===== src/rtl/serial_sub.sv =====
// Digit-serial borrow-look-ahead subtractor, one nibble per cycle LSB first; result valid Dw/4 cycles after accept.
// ready_o only in IDLE; result held in DONE until ready_i, stalling indefinitely under backpressure.
module serial_sub #(
  parameter int Dw = 32
) (
  input  logic          clk_i,
  input  logic          rst_ni,
  input  logic          valid_i,
  output logic          ready_o,
  input  logic [Dw-1:0] a_i,
  input  logic [Dw-1:0] b_i,
  output logic          valid_o,
  input  logic          ready_i,
  output logic [Dw-1:0] d_o,
  output logic          borrow_o,
  output logic          ovf_o
);

  localparam int N  = Dw / 4;
  localparam int CW = (N > 1) ? $clog2(N) : 1;

  if (Dw % 4 != 0) begin : g_bad_width
    $fatal(1, "serial_sub: Dw must be a multiple of 4");
  end

  typedef enum logic [1:0] {IDLE, BUSY, DONE} state_t;

  state_t          state_q, state_d;
  logic [Dw-1:0]   a_q, b_q, d_q;
  logic            a_msb_q, b_msb_q;
  logic [CW-1:0]   cnt_q;
  logic            bw_q;
  logic            last_nib;
  logic [3:0]      g, p, diff;
  logic [4:0]      bw;

  assign last_nib = (cnt_q == CW'(N - 1));

  always_ff @(posedge clk_i or negedge rst_ni) begin
    if (!rst_ni) state_q <= IDLE;
    else         state_q <= state_d;
  end

  always_comb begin
    state_d = state_q;
    case (state_q)
      IDLE:    if (valid_i)  state_d = BUSY;
      BUSY:    if (last_nib) state_d = DONE;
      DONE:    if (ready_i)  state_d = IDLE;
      default:               state_d = IDLE;
    endcase
  end

  always_comb begin
    ready_o = (state_q == IDLE);
    valid_o = (state_q == DONE);
  end

  // Flattened look-ahead: each borrow is a two-level sum of products over g, p and the incoming borrow.
  always_comb begin
    g     = ~a_q[3:0] & b_q[3:0];
    p     = ~(a_q[3:0] ^ b_q[3:0]);
    bw[0] = bw_q;
    bw[1] = g[0] | (p[0] & bw_q);
    bw[2] = g[1] | (p[1] & g[0]) | (p[1] & p[0] & bw_q);
    bw[3] = g[2] | (p[2] & g[1]) | (p[2] & p[1] & g[0]) | (p[2] & p[1] & p[0] & bw_q);
    bw[4] = g[3] | (p[3] & g[2]) | (p[3] & p[2] & g[1]) | (p[3] & p[2] & p[1] & g[0])
          | (p[3] & p[2] & p[1] & p[0] & bw_q);
    diff  = a_q[3:0] ^ b_q[3:0] ^ bw[3:0];
  end

  always_ff @(posedge clk_i or negedge rst_ni) begin
    if (!rst_ni) begin
      a_q     <= '0;
      b_q     <= '0;
      d_q     <= '0;
      a_msb_q <= 1'b0;
      b_msb_q <= 1'b0;
      cnt_q   <= '0;
      bw_q    <= 1'b0;
    end else if (state_q == IDLE && valid_i) begin
      a_q     <= a_i;
      b_q     <= b_i;
      a_msb_q <= a_i[Dw-1];
      b_msb_q <= b_i[Dw-1];
      cnt_q   <= '0;
      bw_q    <= 1'b0;
    end else if (state_q == BUSY) begin
      // Operands shift down so the active nibble always sits at bits [3:0].
      a_q                 <= a_q >> 4;
      b_q                 <= b_q >> 4;
      d_q[4*cnt_q +: 4]   <= diff;
      bw_q                <= bw[4];
      if (!last_nib) cnt_q <= cnt_q + 1'b1;
    end
  end

  assign d_o      = d_q;
  assign borrow_o = valid_o & bw_q;
  assign ovf_o    = valid_o & (a_msb_q ^ b_msb_q) & (d_q[Dw-1] ^ a_msb_q);

endmodule


===== config.mk =====
export PLATFORM = sky130hd
export DESIGN_NAME = serial_sub
export DESIGN_NICKNAME = d
export VERILOG_FILES = /design/src/rtl/serial_sub.sv
export SDC_FILE = /design/constraint.sdc
export NUM_CORES = 1
export LEC_CHECK = 0
export ABC_AREA = 0
export CORE_MARGIN = 2
export CORE_UTILIZATION = 40
export CTS_CLUSTER_DIAMETER = 50
export DETAILED_ROUTE_END_ITERATION = 6
export PLACE_DENSITY_LB_ADDON = 0.25
export SLEW_MARGIN = 0
export SYNTH_ARGS = -nofsm -noshare
export SYNTH_HDL_FRONTEND = slang
export SYNTH_SLANG_ARGS = --single-unit

===== constraint.sdc =====
create_clock -name clk_i -period 3.05 [get_ports clk_i]
set_input_delay 0.61 -clock clk_i [delete_from_list [all_inputs] [get_ports clk_i]]
set_output_delay 0.61 -clock clk_i [all_outputs]
set_load 0.02 [all_outputs]

Yosys cells after proc, flatten, opt, wreduce, memory -nomap -nowiden
Cells that the tools add are included.

cells by class
  reduce and logical (&&, ||, !) cells = 6
  bitwise operators = 37
  magnitude comparators = 0
  shift-type cells = 2
  $mul = 0
  div/mod/pow operators = 0
  add/subtract/negate cells = 2
  equal/unequal tests = 7
  muxes and demuxes = 14

operator list
  kind                                                    count
  two-way mux 32 bit                                      4
  negator 5 -> 34 bit                                     1
  variable shift 4 x 34 -> 32 bit (first input constant)  1
  variable part select 4 x 34 -> 32 bit                   1
  bitwise mux 32 bit                                      1
  bitwise AND 1 bit                                       19
  OR 1 bit                                                10
  two-way mux 3 bit                                       3
  inverter 4 bit                                          2
  XOR 4 bit                                               2
  two-way mux 2 bit                                       3
  one-hot mux 2 bit (3 select lines)                      1
  bitwise AND 4 bit                                       1
  inequality test 2 x 1 -> 1 bit (second input constant)  2
  inequality test 2 bit (second input constant)           2
  AND reduction 2 bit                                     2
  adder 3 x 1 -> 3 bit (second input constant)            1
  == test 3 bit (second input constant)                   1
  AND reduction 3 bit                                     1
  == test 2 x 1 -> 1 bit (second input constant)          1
  == test 2 bit (second input constant)                   1
  logical NOT 2 bit                                       1
  two-way mux 1 bit                                       2
  nonzero test 2 bit                                      1
  3 further kinds                                         4

word-level totals
  output and inout port bits = 36
  memories kept = 0
  bits in read-only memories = 0
  bits in registers = 104
  logic and storage cells = 76
  input bits = 68
  bits in latches = 0
  memory bits (writable) = 0

Depth between registers and ports, before layout
Gate-level depths: netlist (run 1).

  word-level depth = 9
  depth in mapped cells = 8
  gate-level depth less buffers = 7

Least setup slack after synthesis (run 1)
OpenSTA, ideal clock, no wires.

  kind = flip-flop to flip-flop
  from = reg cnt_q[0]
  to = reg d_q[1] (netlist: d_o[1])
  slack = 1.053 ns
  arrival time = 1.873 ns
  buffers on the path = 1
  library setup time = 0.125 ns
  data required time = 2.925 ns
  cell stages (with the launch flop) = 8
  clock period less this slack = 1.997 ns
  path through = dfrtp_1 buf_6 inv_1 ha_1 ha_1 nor4b_1 nand3_1 mux2_2

on the way
  word-level cells in the longest chain between the ends = 3
  elaborated cells between the ends (all ways) = 4
  those cells by class = add/sub: 1; shift: 2; mux: 1

RTL lines
  what                                                                                             RTL line  source
  from (decl)                                                                                      31        logic [CW-1:0] cnt_q;
  from (signal assigned)                                                                           94        if (!last_nib) cnt_q <= cnt_q + 1'b1;
  negator 5 -> 34 bit (*)                                                                          92        d_q[4*cnt_q +: 4] <= diff;
  variable part select 4 x 34 -> 32 bit / variable shift 4 x 34 -> 32 bit (equally long branches)  92
  bitwise mux 32 bit (*)                                                                           92
  to (signal, indexed assignment)                                                                  92
  to (decl)                                                                                        29        logic [Dw-1:0] a_q, b_q, d_q;

Mark *: on every way between the ends. The rest lies on a longest branch, timed or not.
A chain may end at the register's enable or synchronous reset.

Worst setup path after layout (run 1)
  from = reg d_q[31] (netlist: d_o[31])
  to = out ovf_o

on the way
  word-level cells in the longest chain between the ends = 2

RTL lines
  what               RTL line  source
  XOR 1 bit          100       assign ovf_o = valid_o & (a_msb_q ^ b_msb_q) & (d_q[Dw-1] ^ a_msb_q);
  bitwise AND 1 bit  100
  to (decl)          16        output logic ovf_o

No other way between the ends.

==> results.md, run 1 <==
* Status: finished clean
* Largest stage delay, worst path at 0.62 ns
* # IOs at 104
* Post-synth net total at 534
* Port-buffer cells at approximately 100
* Post-synth ARST share at 1.00
* Count of final hold-check violations at 0
* Clock root buffer: clkbuf_16
* Slew Limit Fails at 0
* CTS tree: done
* Critical Path AT at ~2.0 ns
* Register area share after synthesis at 0.559
* Vias in the first global route at ~3500
* FF/Latch Area at 0.00260 mm^2
* Total power at between 6000 and 7000 uW
* Yosys top cell area share at 0.559
* Non-filler instance count after layout at between 600 and 700
* Hold buffers post-CTS at 0
* Die Ht at 112 um
* Syn avg cell area at roughly 10 um^2
* Vias per cell at 5.19
* Per-cell routed wire length at 15.3 um
* Min Tclk post-route at 2.59 ns
* H-tree depth at 3
* Synth area leader: dfrtp_1
* Commonest cells in the netlist: nand2_1, dfrtp_1, a22oi_1
* EDFF count, synth at 0
* Power Dens Cells at 1020 mW/mm^2
* GR Overflow Total at 0
* Top-count cell post-synth: nand2_1
* Count of final setup violators at 0
* # Max-Cap Violations at 0
* Layout cell share with drive strength beyond 1 at 0.0886
* Synth Flop Type: dfrtp_1
* Crit-path cells: or3b_2, a21oi_1, clkdlybuf4s50_1
* Final period util at 0.849
* Detailed-route DRC error count at 0
* Total track usage at 0.176
* Antenna Cells at 0
* Placed cell count at 681
* Placed cell areas at 0.00582 mm^2
* Yosys warning total at 0
* Slew headroom at 0.533
* Clock skew at 0.00829 ns
* Cells after synthesis at 454
* Initial antenna violation count at 0
* Core Util, Final at 0.538
* Starting Density at 0.409
* Worst-path fanout max at 4
* Clock Sink Count at 104
* Multi-input gate area at 0.00190 mm^2
* Static leakage at 0.00283 uW
* Final Cell Area at between 0.006 and 0.007 mm^2
* Top post-synthesis cells by area: dfrtp_1, nand2_1, a22oi_1
* F_max at 386 MHz
* RSZ-0062 raised after global routing: no
* Critical path's slowest cell: clkdlybuf4s50_1
* Drt first pass iters at 4
* Die area at 0.0125 mm^2
* Min-delay worst type: in2async
* HPWL after detailed placement at ~7500 um
* Area Overhead vs Synth at 31.5%
* Mapped Area at roughly 0.0047 mm^2
* Fillers at 1049
* Kind of critical path: reg2out
* CTS Buffer Depth at 2
* GPL Wtd Cong at 0.807
* Synth Register Bits at approximately 100
* Post_cts resized at 0
* Core Area at 0.0114 mm^2
* Maximum VDD drop at approximately 0.38 mV
* Slew of the pin with the lowest slew margin at 0.701 ns
* Family with the most delay on the worst path: buffers and inverters
* Final ANT Viol Nets at 0
* Iteration-0 DRC Markers at 206
* Clk_lat worst skew at 0.33 ns
* Setup bufs post-CTS at 0
* Largest net degree at the start of global routing at 75
* Final setup TNS at 0 ns
* Number of buffers created by CTS at 9
* CP Launch Type: flop
* CP Data Required Time at roughly 2.4 ns
* Die W at 112 um
* Distinct cells, synth at 41
* DR vias at around 3600
* CP Buf/Inv Count at 1
* Nets at 629
* Routed WL at about 11000 um
* CP endpoint kind: output port
* Clock transition at path regs at 0.07 ns
* First-pass GRT wire length at around 18000 um
* Cell Rows at 39
==> cell type report <==
class                           instances  area share
Clock buffer                           10      0.0390
Clock inverter                          5      0.0104
Inverter                               11     0.00674
Sequential cell                       104       0.425
Timing Repair Buffer                  109       0.179
Tap cell                              143      0.0292
Multi-Input combinational cell        314       0.310
==> metal layers <==
layer / vias up / share of wire / wire (um) / GRT usage
li1: 1772 / - / - / -
met1: 1757 / 0.47 / 5010 / 0.252
met2: 78 / 0.49 / 5210 / 0.280
met3: 4 / 0.037 / 400 / 0.0354
met4: 0 / 0.0056 / 60 / 0.0370
met5: - / 0 / 0 / 0
==> where the power goes <==
group          switching [uW]  internal (uW)
clock                     501            662
sequential                345           1940
combinational            1660           1160
==> placed cells by master (no fill, tap or decap), drive strengths merged, types with 2 or more instances in the layout <==
cell,instances
buf,7
inv,13
ha,11
nor3,9
o31ai,6
clkbuf,10
dfrtp,104
nor2,11
mux2,14
clkdlybuf4s50,102
xnor2,2
a21oi,6
nor2b,2
o41ai,6
a21o,3
a221o,4
nand3,4
a22oi,52
mux2i,3
o21ai,13
nand2,148
nand4,3
nand4b,3
nand2b,4
==> path summary, 6_finish.rpt <==
kind,slack [ns],cells after the start,from,endpoint
setup / recovery,0.46,3,d_o[31],ovf_o
hold / removal,0.32,1,rst_ni,d_o[4]
setup reg to reg,0.77,6,cnt_q[0],d_o[1]
hold reg to reg,0.47,2,a_q[6],a_q[6]
max in group asynchronous,2.02,2,rst_ni,a_q[16]
min in group clk_i,0.47,2,a_q[6],a_q[6]
==> sequential cells by signal (all words and copies together), names as in the netlist <==
| signal | cells |
|---|---|
| a_q | 32 |
| b_q | 32 |
| d_o | 32 |
| cnt_q | 3 |
| state_q | 2 |
| a_msb_q | 1 |
| b_msb_q | 1 |
| bw_q | 1 |
==> stage by stage <==
stage               hold WS, ns  worst slack, ns
floorplan                 0.314             1.05
CTS                       0.337            0.436
global route              0.372            0.408
detailed placement        0.463            0.731
finish                    0.321            0.459
global placement          0.458            0.753
==> cells by family (layout without fill, tap and decap cells) <==
| logic type | count (synthesis) | after routing | share of synthesized area |
|---|---|---|---|
| AO/OA/AOI/OAI | 92 | 92 | 0.145 |
| buffers and inverters | 36 | 135 | 0.0363 |
| XOR/XNOR | 2 | 2 | 0.00376 |
| flip-flops | 104 | 104 | 0.559 |
| multiplexers | 17 | 17 | 0.0403 |
| adder cells (fa/ha/maj) | 12 | 12 | 0.0339 |
| AND/OR/NAND/NOR | 191 | 191 | 0.182 |
Note: power is estimated with default switching activity, not from simulation.
==> run 2, diff against run 1 <==
==> constraint.sdc (replaced) <==
create_clock -name clk_i -period 2.5 [get_ports clk_i]
set_input_delay 0.5 -clock clk_i [delete_from_list [all_inputs] [get_ports clk_i]]
set_output_delay 0.5 -clock clk_i [all_outputs]
set_load 0.02 [all_outputs]
==> run 2 against run 1 <==
  * Register-to-register slack got worse by 0.40 ns
  * Clock skew fell by 0.0020 ns
  * Clock-buffer cell count rose by 1
  * Sequential share of layout area fell by 0.78 points
  * Setup slack got worse by 0.24 ns
  * Combinational power rose by 29%
  * Cell count rose by 1.1%
  * Via count rose by 1.1%
  * Critical path depth rose by 1
  * First-iteration DRC count fell by 7.8%
  * Power rose by 27%
  * Critical path type unchanged
  * Largest cell class unchanged
  * Highest routed layer unchanged
==> results.md, run 2 (synthesis gave the netlist of run 1 again) <==
* Starting Density at 0.409 (unchanged)
* WL met2 at 5250 um (+0.75%)
* Slew headroom at 0.595 (+0.0619)
* Static leakage at 0.00291 uW (+2.5%)
* Setup bufs post-CTS at 0 (unchanged)
* Comb pwr share at 0.455 (+0.005)
* Clock transition at path regs at 0.07 ns (about the same)
* Met1 Routed Length at 5070 um (+1.3%)
* Drt first pass iters at 7 (+3)
* Routed WL at 10900 um (+2.5%)
* CP Launch Type: flop
* Die Ht at 112 um (unchanged)
* Final period util at 0.912
* RSZ-0062 raised after global routing: no
* Nets at 636 (+1.1%)
* Kind of critical path: reg2out
* Status: finished clean
* # Max-Cap Violations at 0 (unchanged)
* Min-delay worst type: in2async
* Total track usage at 0.180 (+0.00378)
* Reg2reg end: d_o[1]
* Count of final hold-check violations at 0 (unchanged)
* Die area at 0.0125 mm^2 (unchanged)
* Final ANT Viol Nets at 0 (unchanged)
* Fillers at 1048 (-0.095%)
* Multi-input gate area at 0.00190 mm^2 (unchanged)
* Layout cell share with drive strength beyond 1 at 0.0980 (+0.00943)
* Clock Sink Count at 104 (unchanged)
* Vias per cell at 5.18 (about the same)
* Clock skew at 0.00633 ns (-0.00197 ns)
* CTS tree: done
* Met3 WL at 482 um (+21%)
* Sw Ratio at 0.389 (-0.0112)
* Clock root buffer: clkbuf_16
* FF/Latch Area at 0.00260 mm^2 (unchanged)
* Clk_lat worst skew at 0.35 ns (+0.02 ns)
* Die W at 112 um (unchanged)
* CTS Buffer Depth at 2 (unchanged)
* Largest net degree at the start of global routing at 55 (-27%)
* Vias in the first global route at 3656 (+3.2%)
* Worst hold margin at 0.156 ns (-0.165 ns)
* Hold buffers post-CTS at 0 (unchanged)
* First-pass GRT wire length at 18200 um (+2.1%)
* Iteration-0 DRC Markers at 190 (-7.8%)
* Worst-path fanout max at 5 (+1)
* Total power at 7980 uW (+27%)
* Int Pwr at 4880 uW (+30%)
* Net Switching at 3100 uW (+24%)
* Detailed-route DRC error count at 0 (unchanged)
* Power Dens Cells at 1280 mW/mm^2 (+25%)
* Critical Path AT at 1.78 ns (-0.20 ns)
* HPWL after detailed placement at 7880 um (+4.7%)
* H-tree depth at 3 (unchanged)
* CP endpoint kind: output port
* Slew of the pin with the lowest slew margin at 0.608 ns (-0.0928 ns)
* Number of buffers created by CTS at 9 (unchanged)
* Cell Rows at 39 (unchanged)
* Port-buffer cells at 103 (unchanged)
* F_max at 439 MHz
* Core Area at 0.0114 mm^2 (unchanged)
* Most frequent cells in the layout: nand2_1, dfrtp_1, clkdlybuf4s50_1
* Clock network power share at 0.198 (+0.012)
* Antenna Cells at 0 (unchanged)
* Area Overhead vs Synth at 34.0%
* R2R depth at 6 (unchanged)
* R2R setup slack at 0.37 ns (-0.40 ns)
* Top sig layer: met4
* CP Data Required Time at 2.00 ns (-0.44 ns)
* R2R Path Start: cnt_q[1]
* Per-cell routed wire length at 15.5 um (+1.3%)
* Sequential power share at 0.347 (-0.017)
* GR Overflow Total at 0 (unchanged)
* Count of final setup violators at 0 (unchanged)
* # IOs at 104 (unchanged)
* Most common cell after layout, fill and taps aside: nand2_1
* Slew Limit Fails at 0 (unchanged)
* Min Tclk post-route at about 2.3 ns
* Maximum VDD drop at 0.577 mV (+50%)
* Initial antenna violation count at 0 (unchanged)
* DR vias at 3649 (+1.1%)
* GPL Wtd Cong at 0.802 (-0.57%)
* Final setup TNS at 0 ns (unchanged)
## run 2: worst max-delay path, stage by stage (launching register included)
cell,delay [ns]
dfrtp_1,0.44
nand2b_1,0.20
inv_1,0.08
and2_1,0.12
clkdlybuf4s50_1,0.60
## run 2: layout make-up
| type | count | area share |
|---|---|---|
| clock buffers | 11 | 0.0373 |
| clock inverters | 5 | 0.0169 |
| inverters | 11 | 0.00662 |
| multi-input cells | 314 | 0.304 |
| flip-flops and latches | 104 | 0.417 |
| well taps | 143 | 0.0287 |
| repair buffers | 116 | 0.189 |
## run 2: what timing repair did
item	4_1_cts	5_1_grt
resized for setup	0	1
endpoints found under the hold margin	0	0
endpoints found under the setup margin	0	1
## run 2: layer usage
metal	vias to the layer above	GRT usage
li1	1775	-
met1	1776	0.253
met2	87	0.286
met3	11	0.0332
met4	0	0.0527
met5	-	0
## run 2: worst max path at each step
stage               slack [ns]  cells past startpoint       start        to
floorplan                 0.50                      7    cnt_q[0]    d_o[1]
global placement          0.39                      3     b_msb_q     ovf_o
detailed placement        0.38                      3     d_o[31]     ovf_o
CTS                     0.0003                      3     d_o[31]     ovf_o
global route              0.11                      4  state_q[0]  borrow_o
finish                    0.22                      4  state_q[0]  borrow_o
## run 2: power by group through the flow
| stage | Sequential, uW | Clock (uW) | Combinational, uW |
|---|---|---|---|
| floorplan | 2910 | 0 | 2230 |
| global route | 2870 | 1670 | 4020 |
| detailed placement | 2800 | 0 | 3660 |
| finish | 2770 | 1580 | 3630 |
| global placement | 2770 | 0 | 3560 |
| CTS | 2780 | 1610 | 3670 |
## run 2: stage by stage
step / utilization / setup WS (ns) / cell area, um^2 / cells
2_1_floorplan: - / 0.503 / 4660 / 454
3_3_place_gp: 0.519 / 0.388 / 5900 / 688
3_5_place_dp: 0.519 / 0.379 / 5900 / 688
4_1_cts: 0.548 / 0.000321 / 6230 / 704
5_1_grt: 0.549 / 0.115 / 6240 / 704
6_report: 0.549 / 0.220 / 6240 / 704
==> run 3, diff against run 2 <==
--- a/config.mk
+++ b/config.mk
@@ -6,8 +6,9 @@
 export NUM_CORES = 1
 export LEC_CHECK = 0
 export ABC_AREA = 0
+export CORE_ASPECT_RATIO = 0.8
 export CORE_MARGIN = 2
-export CORE_UTILIZATION = 40
+export CORE_UTILIZATION = 41
 export CTS_CLUSTER_DIAMETER = 50
 export DETAILED_ROUTE_END_ITERATION = 6
 export PLACE_DENSITY_LB_ADDON = 0.25
==> run 3 against run 2 <==
  * Highest routed layer unchanged
  * Clock-buffer cell count increased by 2
  * Largest power group unchanged
  * Routed wire length is 0.36% higher
  * Die area down 2.3%
==> results.md, run 3 (synthesis gave the netlist of run 1 again) <==
* Status: finished clean
* Starting Density at 0.424 (+0.0147)
* Slew of the pin with the lowest slew margin at 1.17 ns (+0.565 ns)
* # Max-Cap Violations at 0 (unchanged)
* Count of final hold-check violations at 0 (unchanged)
* Multi-input gate area at 0.00190 mm^2 (unchanged)
* Area Overhead vs Synth at 30.9%
* Net Switching at 3070 uW (-1.1%)
* CTS Buffer Depth at 2 (unchanged)
* Comb pwr share at 0.467 (+0.012)
* Maximum VDD drop at 0.474 mV (-18%)
* Post-Place Setup Slack at 0.134 ns (-0.245 ns)
* Port-buffer cells at 103 (unchanged)
* Sequential power share at 0.365 (+0.018)
* Non-filler instance count after layout at 699 (-0.71%)
* Hold buffers post-CTS at 0 (unchanged)
* Routed WL at 11000 um (+0.36%)
* FF/Latch Area at 0.00260 mm^2 (unchanged)
* # IOs at 104 (unchanged)
* Clock root buffer: clkbuf_16
* Critical Path AT at 1.85 ns (+0.07 ns)
* Per-cell routed wire length at 15.7 um (+1.1%)
* Most frequent cells in the layout: nand2_1, dfrtp_1, clkdlybuf4s50_1
* Count of final setup violators at 0 (unchanged)
* Clock Sink Count at 104 (unchanged)
* Sw Ratio at 0.404 (+0.0157)
* Post_cts resized at 1 (+1)
* Layout cell share with drive strength beyond 1 at 0.0865 (-0.0116)
* HPWL after detailed placement at 7670 um (-2.6%)
* Most common cell after layout, fill and taps aside: nand2_1
* Min Tclk post-route at 2.35 ns (+0.0671 ns)
* CP Data Required Time at 2.00 ns (about the same)
* Final period util at 0.939 (+0.0268)
* DR vias at 3663 (+0.38%)
* CP Launch Type: flop
* Worst-path fanout max at 5 (unchanged)
* Kind of critical path: reg2out
* Final ANT Viol Nets at 0 (unchanged)
* Static leakage at 0.00283 uW (-2.7%)
* Clock skew at 0.00594 ns (-0.000389 ns)
* GR Overflow Total at 0 (unchanged)
* Die area at 0.0122 mm^2 (-2.3%)
* Core Area at 0.0110 mm^2 (-3.5%)
* Min-delay worst type: in2async
* CTS tree: done
* Fillers at 971 (-7.3%)
* Clock transition at path regs at 0.07 ns (about the same)
* Vias in the first global route at 3704 (+1.3%)
* Drt first pass iters at 7 (unchanged)
* Setup bufs post-CTS at 0 (unchanged)
* Slew Limit Fails at 0 (unchanged)
* F_max at 426 MHz (-2.9%)
* Clk_lat worst skew at 0.34 ns (about the same)
* GPL Wtd Cong at 0.787 (-1.9%)
* Die Ht at 99.3 um (-11%)
* Initial antenna violation count at 0 (unchanged)
* Total power at 7590 uW (-5.0%)
* Largest net degree at the start of global routing at 78 (+42%)
* Nets at 630 (-0.94%)
* Clock network power share at 0.169 (-0.029)
* Die W at 123 um (+10%)
* Number of buffers created by CTS at 9 (unchanged)
* Antenna Cells at 0 (unchanged)
* Slew headroom at 0.216 (-0.379)
* Iteration-0 DRC Markers at 269 (+42%)
* Total track usage at 0.191 (+0.0113)
* H-tree depth at 3 (unchanged)
* Vias per cell at 5.24 (+1.1%)
* Int Pwr at 4520 uW (-7.4%)
* Power Dens Cells at 1240 mW/mm^2 (-2.7%)
* Placed cell count at 683 (-0.73%)
* Detailed-route DRC error count at 0 (unchanged)
* First-pass GRT wire length at 18200 um (-0.38%)
* Core Util, Final at 0.555 (+0.00670)
* Final setup TNS at 0 ns (unchanged)
* RSZ-0062 raised after global routing: no
* CP endpoint kind: output port
* Cell Rows at 34 (-13%)
* Post-route setup slack at 0.153 ns (-0.0671 ns)
run 3: cell types whose count changed in the layout (fill, tap and decap cells not counted):
cell            delta
buf_4              -4
bufinv_16          -3
buf_12             -2
clkinv_2           +2
clkbuf_1           +1
clkbuf_8           +1
clkinvlp_4         -1
dlygate4sd2_1      +1
dlymetal6s2s_1     -1
run 3: final timing paths:
check	startpoint	endpoint	slack (ns)	cells after the start
setup / recovery	state_q[0]	borrow_o	0.15	4
hold / removal	rst_ni	a_q[31]	0.14	1
setup reg to reg	cnt_q[1]	d_o[1]	0.34	6
hold reg to reg	a_q[19]	a_q[19]	0.48	2
max in group asynchronous	rst_ni	d_o[18]	1.66	2
min in group clk_i	a_q[19]	a_q[19]	0.48	2
run 3: final cells by class:
class,count,area share
Sequential cell,104,0.427
Timing Repair Buffer,110,0.181
Tap cell,144,0.0296
Clock buffer,13,0.0411
Clock inverter,3,0.00287
Inverter,11,0.00677
Multi-Input combinational cell,314,0.311
run 3: power by group through the flow:
stage | Sequential [uW] | Clock [uW] | Combinational [uW]
2_1_floorplan | 2910 | 0 | 2230
4_1_cts | 2770 | 1320 | 3580
6_report | 2770 | 1280 | 3540
5_1_grt | 2850 | 1390 | 3950
3_3_place_gp | 2780 | 0 | 3430
3_5_place_dp | 2800 | 0 | 3570
run 3: stage by stage:
stage / instance area (um^2) / hold slack (ns)
2_1_floorplan: 4660 / 0.204
3_3_place_gp: 5830 / 0.458
3_5_place_dp: 5830 / 0.463
4_1_cts: 6090 / 0.148
5_1_grt: 6090 / 0.163
6_report: 6090 / 0.137
run 3: metal layers:
| layer | vias to the layer above | GRT usage | share of wire |
|---|---|---|---|
| met3 | 4 | 0.0562 | 0.064 |
| li1 | 1773 | - | - |
| met5 | - | 0 | 0 |
| met1 | 1785 | 0.272 | 0.46 |
| met4 | 0 | 0.0420 | 0.0045 |
| met2 | 101 | 0.291 | 0.47 |
run 3: critical path, stage by stage, from the launching register on:
cell	delay, ns
dfrtp_1	0.44
nand2b_1	0.22
inv_1	0.12
and2_1	0.13
clkdlybuf4s50_1	0.59
